**src/rtl/remote_player_rx.sv**
```systemverilog
// Remote-player receiver: assembles the three UART position bytes into an x/y/level
// record, range-checks it and commits at vblnk rising edges. Optional REMOTE_RX_ERR_CNT_EN.

module remote_player_rx_lane (
  input  logic       clk,
  input  logic       rst,
  input  logic       valid,
  input  logic [7:0] data,
  input  logic       done,
  input  logic       flush,
  output logic       pend,
  output logic       pend_eff,
  output logic [7:0] byte_eff
);
  logic [7:0] byte_q;

  always_ff @(posedge clk or posedge rst) begin
    if (rst) begin
      pend   <= 1'b0;
      byte_q <= 8'd0;
    end else begin
      if (valid) byte_q <= data;
      // a strobe landing on a timeout cycle starts the next record
      if (done)       pend <= 1'b0;
      else if (flush) pend <= valid;
      else if (valid) pend <= 1'b1;
    end
  end

  assign pend_eff = pend | valid;
  assign byte_eff = valid ? data : byte_q;
endmodule

module remote_player_rx #(
  parameter int SKEW_TIMEOUT = 1024,
  parameter int LOST_FRAMES  = 60,
  parameter int X_MAX        = 1023,
  parameter int Y_MAX        = 767
) (
  input  logic        clk,
  input  logic        rst,
  input  logic [7:0]  data_1,
  input  logic [7:0]  data_2,
  input  logic [7:0]  data_3,
  input  logic        valid_1,
  input  logic        valid_2,
  input  logic        valid_3,
  input  logic        vblnk,
  output logic [11:0] x_value,
  output logic [11:0] y_value,
  output logic [1:0]  level_remote,
  output logic        remote_present,
  output logic [7:0]  err_count
);
  localparam int NUM_LANES = 3;
  localparam int SW = $clog2(SKEW_TIMEOUT + 1);
  localparam int FW = $clog2(LOST_FRAMES + 1);
  localparam logic [11:0] X_LIM = 12'(X_MAX);
  localparam logic [11:0] Y_LIM = 12'(Y_MAX);

  logic [NUM_LANES-1:0][7:0] data_v, byte_eff;
  logic [NUM_LANES-1:0]      valid_v, pend, pend_eff;
  logic                      complete, skew_to, in_range, commit;
  logic [11:0]               x_rec, y_rec;
  logic [SW-1:0]             skew_cnt;
  logic [FW-1:0]             frame_cnt;
  logic [11:0]               stg_x, stg_y;
  logic [1:0]                stg_lvl;
  logic                      staged_valid, vblnk_q;

  assign data_v  = {data_3, data_2, data_1};
  assign valid_v = {valid_3, valid_2, valid_1};

  for (genvar i = 0; i < NUM_LANES; i++) begin : g_lane
    remote_player_rx_lane u_lane (
      .clk      (clk),
      .rst      (rst),
      .valid    (valid_v[i]),
      .data     (data_v[i]),
      .done     (complete),
      .flush    (skew_to),
      .pend     (pend[i]),
      .pend_eff (pend_eff[i]),
      .byte_eff (byte_eff[i])
    );
  end

  assign complete = &pend_eff;
  assign skew_to  = !complete && (|pend) && (skew_cnt == SW'(SKEW_TIMEOUT - 1));
  assign x_rec    = {1'b0, byte_eff[1][2:0], byte_eff[0]};
  assign y_rec    = {1'b0, byte_eff[2][5:0], byte_eff[1][7:3]};
  assign in_range = (x_rec <= X_LIM) && (y_rec <= Y_LIM);
  assign commit   = vblnk && !vblnk_q;

  always_ff @(posedge clk or posedge rst) begin
    if (rst) begin
      skew_cnt <= '0;
    end else if (complete || skew_to || !(|pend)) begin
      skew_cnt <= '0;
    end else begin
      skew_cnt <= skew_cnt + 1'b1;
    end
  end

  // commit reads the pre-cycle staged copy; a same-cycle completion waits for the next edge
  always_ff @(posedge clk or posedge rst) begin
    if (rst) begin
      vblnk_q        <= 1'b0;
      stg_x          <= '0;
      stg_y          <= '0;
      stg_lvl        <= '0;
      staged_valid   <= 1'b0;
      frame_cnt      <= '0;
      x_value        <= '0;
      y_value        <= '0;
      level_remote   <= '0;
      remote_present <= 1'b0;
    end else begin
      vblnk_q <= vblnk;
      if (commit) begin
        if (staged_valid) begin
          x_value        <= stg_x;
          y_value        <= stg_y;
          level_remote   <= stg_lvl;
          remote_present <= 1'b1;
          frame_cnt      <= '0;
          staged_valid   <= 1'b0;
        end else if (frame_cnt != FW'(LOST_FRAMES)) begin
          frame_cnt <= frame_cnt + 1'b1;
          if (frame_cnt == FW'(LOST_FRAMES - 1)) remote_present <= 1'b0;
        end
      end
      if (complete && in_range) begin
        stg_x        <= x_rec;
        stg_y        <= y_rec;
        stg_lvl      <= byte_eff[2][7:6];
        staged_valid <= 1'b1;
      end
    end
  end

`ifdef REMOTE_RX_ERR_CNT_EN
  logic [7:0] err_q;
  always_ff @(posedge clk or posedge rst) begin
    if (rst) begin
      err_q <= 8'd0;
    end else if (((complete && !in_range) || skew_to) && err_q != 8'hFF) begin
      err_q <= err_q + 8'd1;
    end
  end
  assign err_count = err_q;
`else
  assign err_count = 8'd0;
`endif
endmodule
```
**config.mk**
```make
export PLATFORM = sky130hd
export DESIGN_NAME = remote_player_rx
export DESIGN_NICKNAME = d
export VERILOG_FILES = /design/src/rtl/remote_player_rx.sv
export SDC_FILE = /design/constraint.sdc
export NUM_CORES = 1
export LEC_CHECK = 0
export BUFFER_PORTS_ARGS = -buffer_cell sky130_fd_sc_hd__buf_2
export CORE_UTILIZATION = 25
export DETAILED_ROUTE_END_ITERATION = 7
export HOLD_SLACK_MARGIN = 0.03
export MAX_ROUTING_LAYER = met4
export PLACE_DENSITY = 0.43
export SLEW_MARGIN = 0
export SYNTH_ARGS = -nofsm -noshare
export SYNTH_HDL_FRONTEND = slang
export SYNTH_SLANG_ARGS = --single-unit
```
**constraint.sdc**
```tcl
create_clock -name clk -period 8.15 [get_ports clk]
set_input_delay 0.4075 -clock clk [delete_from_list [all_inputs] [get_ports clk]]
set_output_delay 0.4075 -clock clk [all_outputs]
set_load 0.05 [all_outputs]
```
Word-level counts from Yosys, hierarchy flattened
Index checks and enable logic that the tools add are counted.
{"block": "totals", "reg_bits": 95, "output_inout_bits": 35, "word_cells": 68}
{"block": "op_classes", "addsub": 2, "n_lt_le_gt_ge": 2, "n_eq_ne": 3, "mux": 20, "n_bitwise": 3, "reduce_logical": 21}
{"operator": "8-bit two-way mux", "count": 3}
{"operator": "11-bit by 10-bit less-or-equal comparator with 1-bit output (second input constant)", "count": 2}
{"operator": "1-bit two-way mux", "count": 14}
{"operator": "6-bit two-way mux", "count": 2}
{"operator": "11-bit by 1-bit adder with 11-bit output (second input constant)", "count": 1}
{"operator": "11-bit by 10-bit equality test with 1-bit output (second input constant)", "count": 1}
{"operator": "11-bit two-way mux", "count": 1}
{"operator": "3-bit nonzero test", "count": 3}
{"operator": "6-bit by 1-bit adder with 6-bit output (second input constant)", "count": 1}
{"operator": "6-bit equality test (second input constant)", "count": 1}
{"operator": "6-bit inequality test (second input constant)", "count": 1}
{"operator": "3-bit AND reduction", "count": 2}
{"operator": "2-bit nonzero test", "count": 3}
{"operator": "1-bit logical AND", "count": 5}
{"operator": "2-bit AND reduction", "count": 2}
{"operator": "1-bit logical NOT", "count": 3}
{"operator": "1-bit bitwise OR", "count": 3}
{"operator": "3-bit OR reduction", "count": 1}
{"operator": "1-bit logical OR", "count": 2}

Longest topological paths before layout
Gate-level depths: netlist of the first run.
{"block": "logic_depth", "ltp_word": 8, "ltp_mapped": 6, "depth_no_buf": 6}

By module
From an unflattened synthesis of the first run, not the netlist that was laid out.
{"block": "hier_totals", "cells_unflattened": 331, "hier_area_um2": 4076.4}
{"mod": "remote_player_rx", "n_inst": 1, "cells_each": 262, "area_each_um2": 2931.6}
{"mod": "remote_player_rx_lane", "n_inst": 3, "cells_each": 23, "area_each_um2": 381.6}

Least setup slack after synthesis of the first run
Ideal clock, no wire load.
{"block": "synth_timing", "path_type": "input port to flip-flop", "from": "input port valid_3", "to": "register stg_lvl[0]", "setup_ps": 125, "arrival_ps": 2024, "required_ps": 8025, "path_slack_ps": 6001, "cell_stages": 6, "cell_sequence": "buf_6 mux2_4 or4b_4 a21oi_4 buf_6 mux2_2"}
{"element": "from (decl)", "line": "47", "source": "input logic valid_3,"}
{"element": "to (signal assigned)", "line": "136", "source": "stg_lvl <= byte_eff[2][7:6];"}
{"element": "to (decl)", "line": "68", "source": "logic [1:0] stg_lvl;"}

==> results.txt, run 1 <==
CTS root buf: clkbuf_16
Crit-path leading delay family: multiplexers
First-pass GRT wire length: 12400 um
Number of max-cap violations: 0
Die Span Y: 127 um
Setup CP Type: in2reg
CP peak stage delay: 0.65 ns
Period Utilization, post-route: 30.1%
Hold/Removal Path Class: in2async
Synth Register Bits: 95
DPL Wire Length: 4990 um
Via Count: 2285
Final Max Tran Viols: 0
Worst Path Arrival: 2.68 ns
DRT Wirelength: 7410 um
Final std cells w/o fill: 534
Post-synthesis sequential area ratio: 61.2%
Worst path cell trace: buf_2, mux2_2, or4b_4, a21oi_4, mux2_2
Post-synth top flop: dfrtp_1
Clock Tree Buf Depth: 2
Die X: 127 um
Core box area: 15200 sq um
Maximum vdd drop: 111 uV
Initial antenna violation count: 0
Power Density: 351 nW/um^2
TNS Setup: 0 ns
Clock Skew: 0.00711 ns
Vias in the first global route: 2350
Router iterations before antenna repair: 4
Row Count: 45
Setup-failing EPs final: 0
Placed insts: 518
Gr ovfl total: 0
Drt first-iter violations: 112
Post-synth design cell area: 3880 sq um
# port buffers: 54
Post-CTS repair timing setup buffer count: 0
Post-Syn Instances: 283
Layout cells sized above 1: 41.0%
Hold slack: 0.106 ns
Most frequent cell on the critical path: mux2_2
LEAKAGE: 2.09 nW
EDFF count, synth: 0
DRC: 0
Max Freq: 407 MHz
Final net count: 374
Area growth syn-to-layout: 18.4%
Die area: 16000 sq um
Crit path capture type: flip-flop
Final core utilization: 30.3%
Final Hold Vio Count: 0
Gpl congestion: 0.722
Diode count: 0
Post-Synthesis Mean Instance Area: 13.7 sq um
Largest net degree at the start of global routing: 55
CTS tree: yes
Worst Path Buf+Inv: 1
Hold-fix buffers, CTS: 0
DR WL/cell: 13.9 um
Max stage delay cell, worst path: a21oi_4
Clock Pin Slew Worst Setup and Hold Paths: 0.06 ns
Global-route usage over all layers: 10.6%
Synth warnings: 0
Antenna Nets Post-Route: 0
CTS sink count: 95
# IOs: 65
CTS Buf Count: 9
H-tree depth: 3
Post-synth cell types: 39
Via/cell ratio: 4.28
Crit Path Max Fanout: 23
Worst EP required: 8.38 ns
Worst-Skew Late Latency: 0.34 ns
Crit path launch type: input port
Unrepaired setup endpoints after global routing: false
Fin crit period: 2.46 ns
Status: finished, final reports clean
Max_slew headroom: 45.3%
Post-synth ARST share: 100%
# resized after CTS: 0
Worst-margin pin slew: 0.818 ns
Starting Density: 25.5%
-- power by group --
group          total (W)  internal (W)  switching [W]
sequential      0.000707      0.000618      0.0000896
combinational   0.000503      0.000175       0.000328
clock           0.000403      0.000232       0.000170
total            0.00161       0.00103       0.000588
-- cells in the mapped netlist (2+ instances only) --
| master | n | area share, % |
|---|---|---|
| clkbuf_1 | 4 | 0.39 |
| o41ai_1 | 2 | 0.45 |
| inv_1 | 6 | 0.58 |
| ha_1 | 3 | 0.97 |
| mux2_2 | 67 | 19 |
| xnor2_1 | 4 | 0.90 |
| dfrtp_1 | 95 | 61 |
| nand2_1 | 18 | 1.7 |
| nand4b_1 | 2 | 0.45 |
| nor2_1 | 19 | 1.8 |
| and4_1 | 3 | 0.68 |
| nor3_1 | 2 | 0.26 |
| nand4_1 | 2 | 0.32 |
| o211ai_1 | 2 | 0.39 |
| buf_6 | 3 | 0.87 |
| o21ai_0 | 7 | 0.90 |
| nand2b_1 | 3 | 0.48 |
| nand3_1 | 4 | 0.52 |
| xor2_1 | 4 | 0.90 |
| o22a_1 | 3 | 0.68 |
| buf_4 | 10 | 1.9 |
| nor2b_1 | 3 | 0.48 |
-- kinds of logic after synthesis --
family / Yosys count / share of synthesized area [%]
xor+xnor: 8 / 1.80
compound gates: 22 / 4.19
buf+inv: 24 / 3.90
other cells: 1 / 0.0966
fa+ha+maj: 3 / 0.967
simple gates: 61 / 7.76
mux: 69 / 20.1
flops: 95 / 61.2
-- stage by stage --
step	power (W)	worst slack [ns]	instance area [sq um]
global route	0.00172	5.55	4600
floorplan	0.00110	5.27	3920
global placement	0.00122	5.34	4310
CTS	0.00164	5.64	4600
detailed placement	0.00123	5.27	4310
finish	0.00161	5.69	4600
-- path summary, 6_finish.rpt --
path	slack, ns	cells past startpoint	from	end
worst max-delay path	5.69	5	valid_2	stg_x[7]
worst min-delay path	0.11	2	rst	g_lane[0].u_lane.byte_q[5]
worst max register to register	5.77	4	g_lane[1].u_lane.byte_q[2]	stg_x[7]
worst min register to register	0.49	1	g_lane[0].u_lane.byte_q[3]	g_lane[0].u_lane.byte_q[3]
max in group asynchronous	6.96	3	rst	g_lane[0].u_lane.byte_q[4]
min in group clk	0.20	1	vblnk	vblnk_q
-- cell type report --
cell class | instances | area, sq um
Fill cell | 1534 | 10600
Clock buffer | 14 | 274
Sequential cell | 95 | 2380
Tap cell | 188 | 235
Multi-Input combinational cell | 173 | 1390
Clock inverter | 2 | 13.8
Inverter | 6 | 25.0
Timing Repair Buffer | 56 | 285
-- registers in the layout, summed over array words and instances, names as in the netlist, 2 cells and up --
| signal | cells |
|---|---|
| frame_cnt | 6 |
| g_lane.u_lane.byte_q | 24 |
| g_lane.u_lane.pend | 3 |
| level_remote | 2 |
| skew_cnt | 11 |
| stg_lvl | 2 |
| stg_x | 11 |
| stg_y | 11 |
| x_value | 11 |
| y_value | 11 |
-- layer usage --
| metal | up-vias | global-route usage [%] | part of all wire, % |
|---|---|---|---|
| li1 | 1089 | - | - |
| met1 | 1128 | 13.8 | 49 |
| met2 | 57 | 15.1 | 45 |
| met3 | 11 | 2.49 | 4.0 |
| met4 | 0 | 6.38 | 2.6 |
| met5 | - | - | 0 |
-- worst register-to-register path: cells and delay by family (launching register included) --
kind / cells / cell delay, ns
flops: 1 / 0.36
simple gates: 1 / 0.56
mux: 2 / 0.69
compound gates: 1 / 0.65
-- layout by cell type, fill, tap and decap left out, types with 3 or more instances in the layout --
| cell type | n |
|---|---|
| mux2_2 | 67 |
| xnor2_1 | 4 |
| xor2_1 | 4 |
| clkbuf_16 | 9 |
| dfrtp_1 | 95 |
| conb_1 | 10 |
| nand3_1 | 4 |
| and4_1 | 3 |
| nand2_1 | 18 |
| clkbuf_8 | 3 |
| o22a_1 | 3 |
| nor2_1 | 19 |
| o21ai_0 | 7 |
| nor2b_1 | 3 |
| buf_2 | 54 |
| ha_1 | 3 |
| inv_1 | 5 |
| nand2b_1 | 3 |
Note: power is estimated with default switching activity, not from simulation.
==> run 2: changes to the inputs <==
==> constraint.sdc (replaced) <==
create_clock -name clk -period 2.5 [get_ports clk]
set_input_delay 0.125 -clock clk [delete_from_list [all_inputs] [get_ports clk]]
set_output_delay 0.125 -clock clk [all_outputs]
set_load 0.05 [all_outputs]
==> run 2 against run 1 <==
- critical path depth unchanged
- first-iteration DRC count decreased by 44%
- register-to-register slack got worse by 5.5 ns
- clock power increased to 3.8 times the previous value
- global-route usage increased by 0.36 points
- critical endpoint is now stg_y[2]
- largest power group unchanged
==> results.txt, run 2 (synthesized netlist as in run 1, its figures left out) <==
Global-route usage over all layers: 11.0%
# IOs: 65
Period Utilization, post-route: 87.6%
Final Max Tran Viols: 0
Placed insts: 523
Number of max-cap violations: 0
Fin crit period: 2.19 ns
Most frequent cells in the layout: dfrtp_1, mux2_2, buf_2
Diode count: 0
Worst EP required: 2.73 ns
Hold-fix buffers, CTS: 17
Commonest non-fill, non-tap cell in the layout: dfrtp_1
Worst-margin pin slew: 0.717 ns
Fin area: 4880 sq um
Core box area: 15200 sq um
Worst-Skew Late Latency: 0.34 ns
Max stage delay cell, worst path: or4b_4
Vias in the first global route: 2513
Hold/Removal Path Class: in2reg
Die X: 127 um
Row Count: 45
Setup-failing EPs final: 0
Total power: 0.00554 W
CTS sink count: 95
Largest net degree at the start of global routing: 45
Post-CTS repair timing setup buffer count: 0
Starting Density: 25.5%
DRT Wirelength: 7660 um
Layout cells sized above 1: 40.2%
# resized after CTS: 0
Crit path capture type: flip-flop
Metal-1 WL: 3530 um
CP peak stage delay: 0.57 ns
DR top layer: met4
Antenna Nets Post-Route: 0
CTS Buf Count: 9
DR WL/cell: 13.8 um
Wire length on met2: 3710 um
DRC: 0
Unrepaired setup endpoints after global routing: false
Clock Tree Buf Depth: 2
CTS tree: yes
Max Freq: 457 MHz
Area growth syn-to-layout: 25.7%
Number of flip-flops in the largest register: 24
First-pass GRT wire length: 12900 um
Via/cell ratio: 4.22
Router iterations before antenna repair: 4
Final net count: 396
DPL Wire Length: 5360 um
Via Count: 2345
Die Span Y: 127 um
Max_slew headroom: 52.1%
CTS root buf: clkbuf_16
Worst path cell trace: mux2_2, or4b_4, a21oi_4, buf_12, mux2_2
Gpl congestion: 0.688
Final std cells w/o fill: 556
Initial antenna violation count: 0
Placed inst area: 4380 sq um
Crit-path leading delay family: multiplexers
Drt first-iter violations: 63
DR WL met3: 291 um
H-tree depth: 3
Die area: 16000 sq um
Maximum vdd drop: 517 uV
Clock Skew: 0.00730 ns
Crit path launch type: flip-flop
LEAKAGE: 2.21 nW
Setup CP Type: reg2reg
Crit Path Max Fanout: 17
Final Hold Vio Count: 0
Clock Pin Slew Worst Setup and Hold Paths: 0.06 ns
Gr ovfl total: 0
Status: finished, final reports clean
Largest register by flop count: g_lane.u_lane.byte_q
Most frequent cell on the critical path: mux2_2
# port buffers: 54
Worst Path Arrival: 2.42 ns
TNS Setup: 0 ns
Worst Path Buf+Inv: 1
Power Density: 1130 nW/um^2
[run 2: changes by cell type in the layout (fill, tap and decap cells not counted), sizes merged]
cell,change
dlygate4sd3,+17
buf,+5
clkbuf,-4
bufinv,+3
clkinv,+1
clkinvlp,+1
inv,-1
[run 2: layout make-up]
| type | count | area (sq um) |
|---|---|---|
| clock buffer | 10 | 229 |
| clock inverter | 6 | 109 |
| fill | 1562 | 10300 |
| inverter | 6 | 26.3 |
| multi-input combinational | 173 | 1390 |
| sequential | 95 | 2380 |
| tap | 188 | 235 |
| timing repair buffer | 78 | 518 |
[run 2: report_power, final]
| part | internal [W] | total (W) | switching [W] | leakage (nW) |
|---|---|---|---|---|
| registers | 0.00201 | 0.00230 | 0.000291 | 1.17 |
| clock network | 0.000976 | 0.00155 | 0.000571 | 0.166 |
| logic | 0.000605 | 0.00169 | 0.00109 | 0.875 |
[run 2: per-layer routing]
| metal | vias to the layer above | global-route usage, % |
|---|---|---|
| met5 | - | - |
| met4 | 0 | 4.25 |
| met3 | 11 | 3.88 |
| met2 | 49 | 17.6 |
| met1 | 1160 | 12.6 |
| li1 | 1125 | - |
[run 2: per-stage QoR]
stage	hold WS, ns	setup WS [ns]	utilization (%)
after detailed placement	0.274	0.296	28.8
final	0.0465	0.310	32.1
after global placement	0.270	0.356	28.8
after global routing	0.0348	0.219	32.1
after floorplan	0.156	0.545	-
after CTS	0.0313	0.282	32.1
[run 2: worst paths after layout]
check	from	to	slack (ns)	cells past startpoint
setup / recovery	g_lane[1].u_lane.byte_q[2]	stg_y[2]	0.31	5
hold / removal	data_2[5]	g_lane[1].u_lane.byte_q[5]	0.05	2
setup reg to reg	g_lane[1].u_lane.byte_q[2]	stg_y[2]	0.31	5
hold reg to reg	skew_cnt[0]	skew_cnt[0]	0.49	1
max in group asynchronous	rst	x_value[0]	1.33	4
min in group asynchronous	rst	y_value[1]	0.44	3
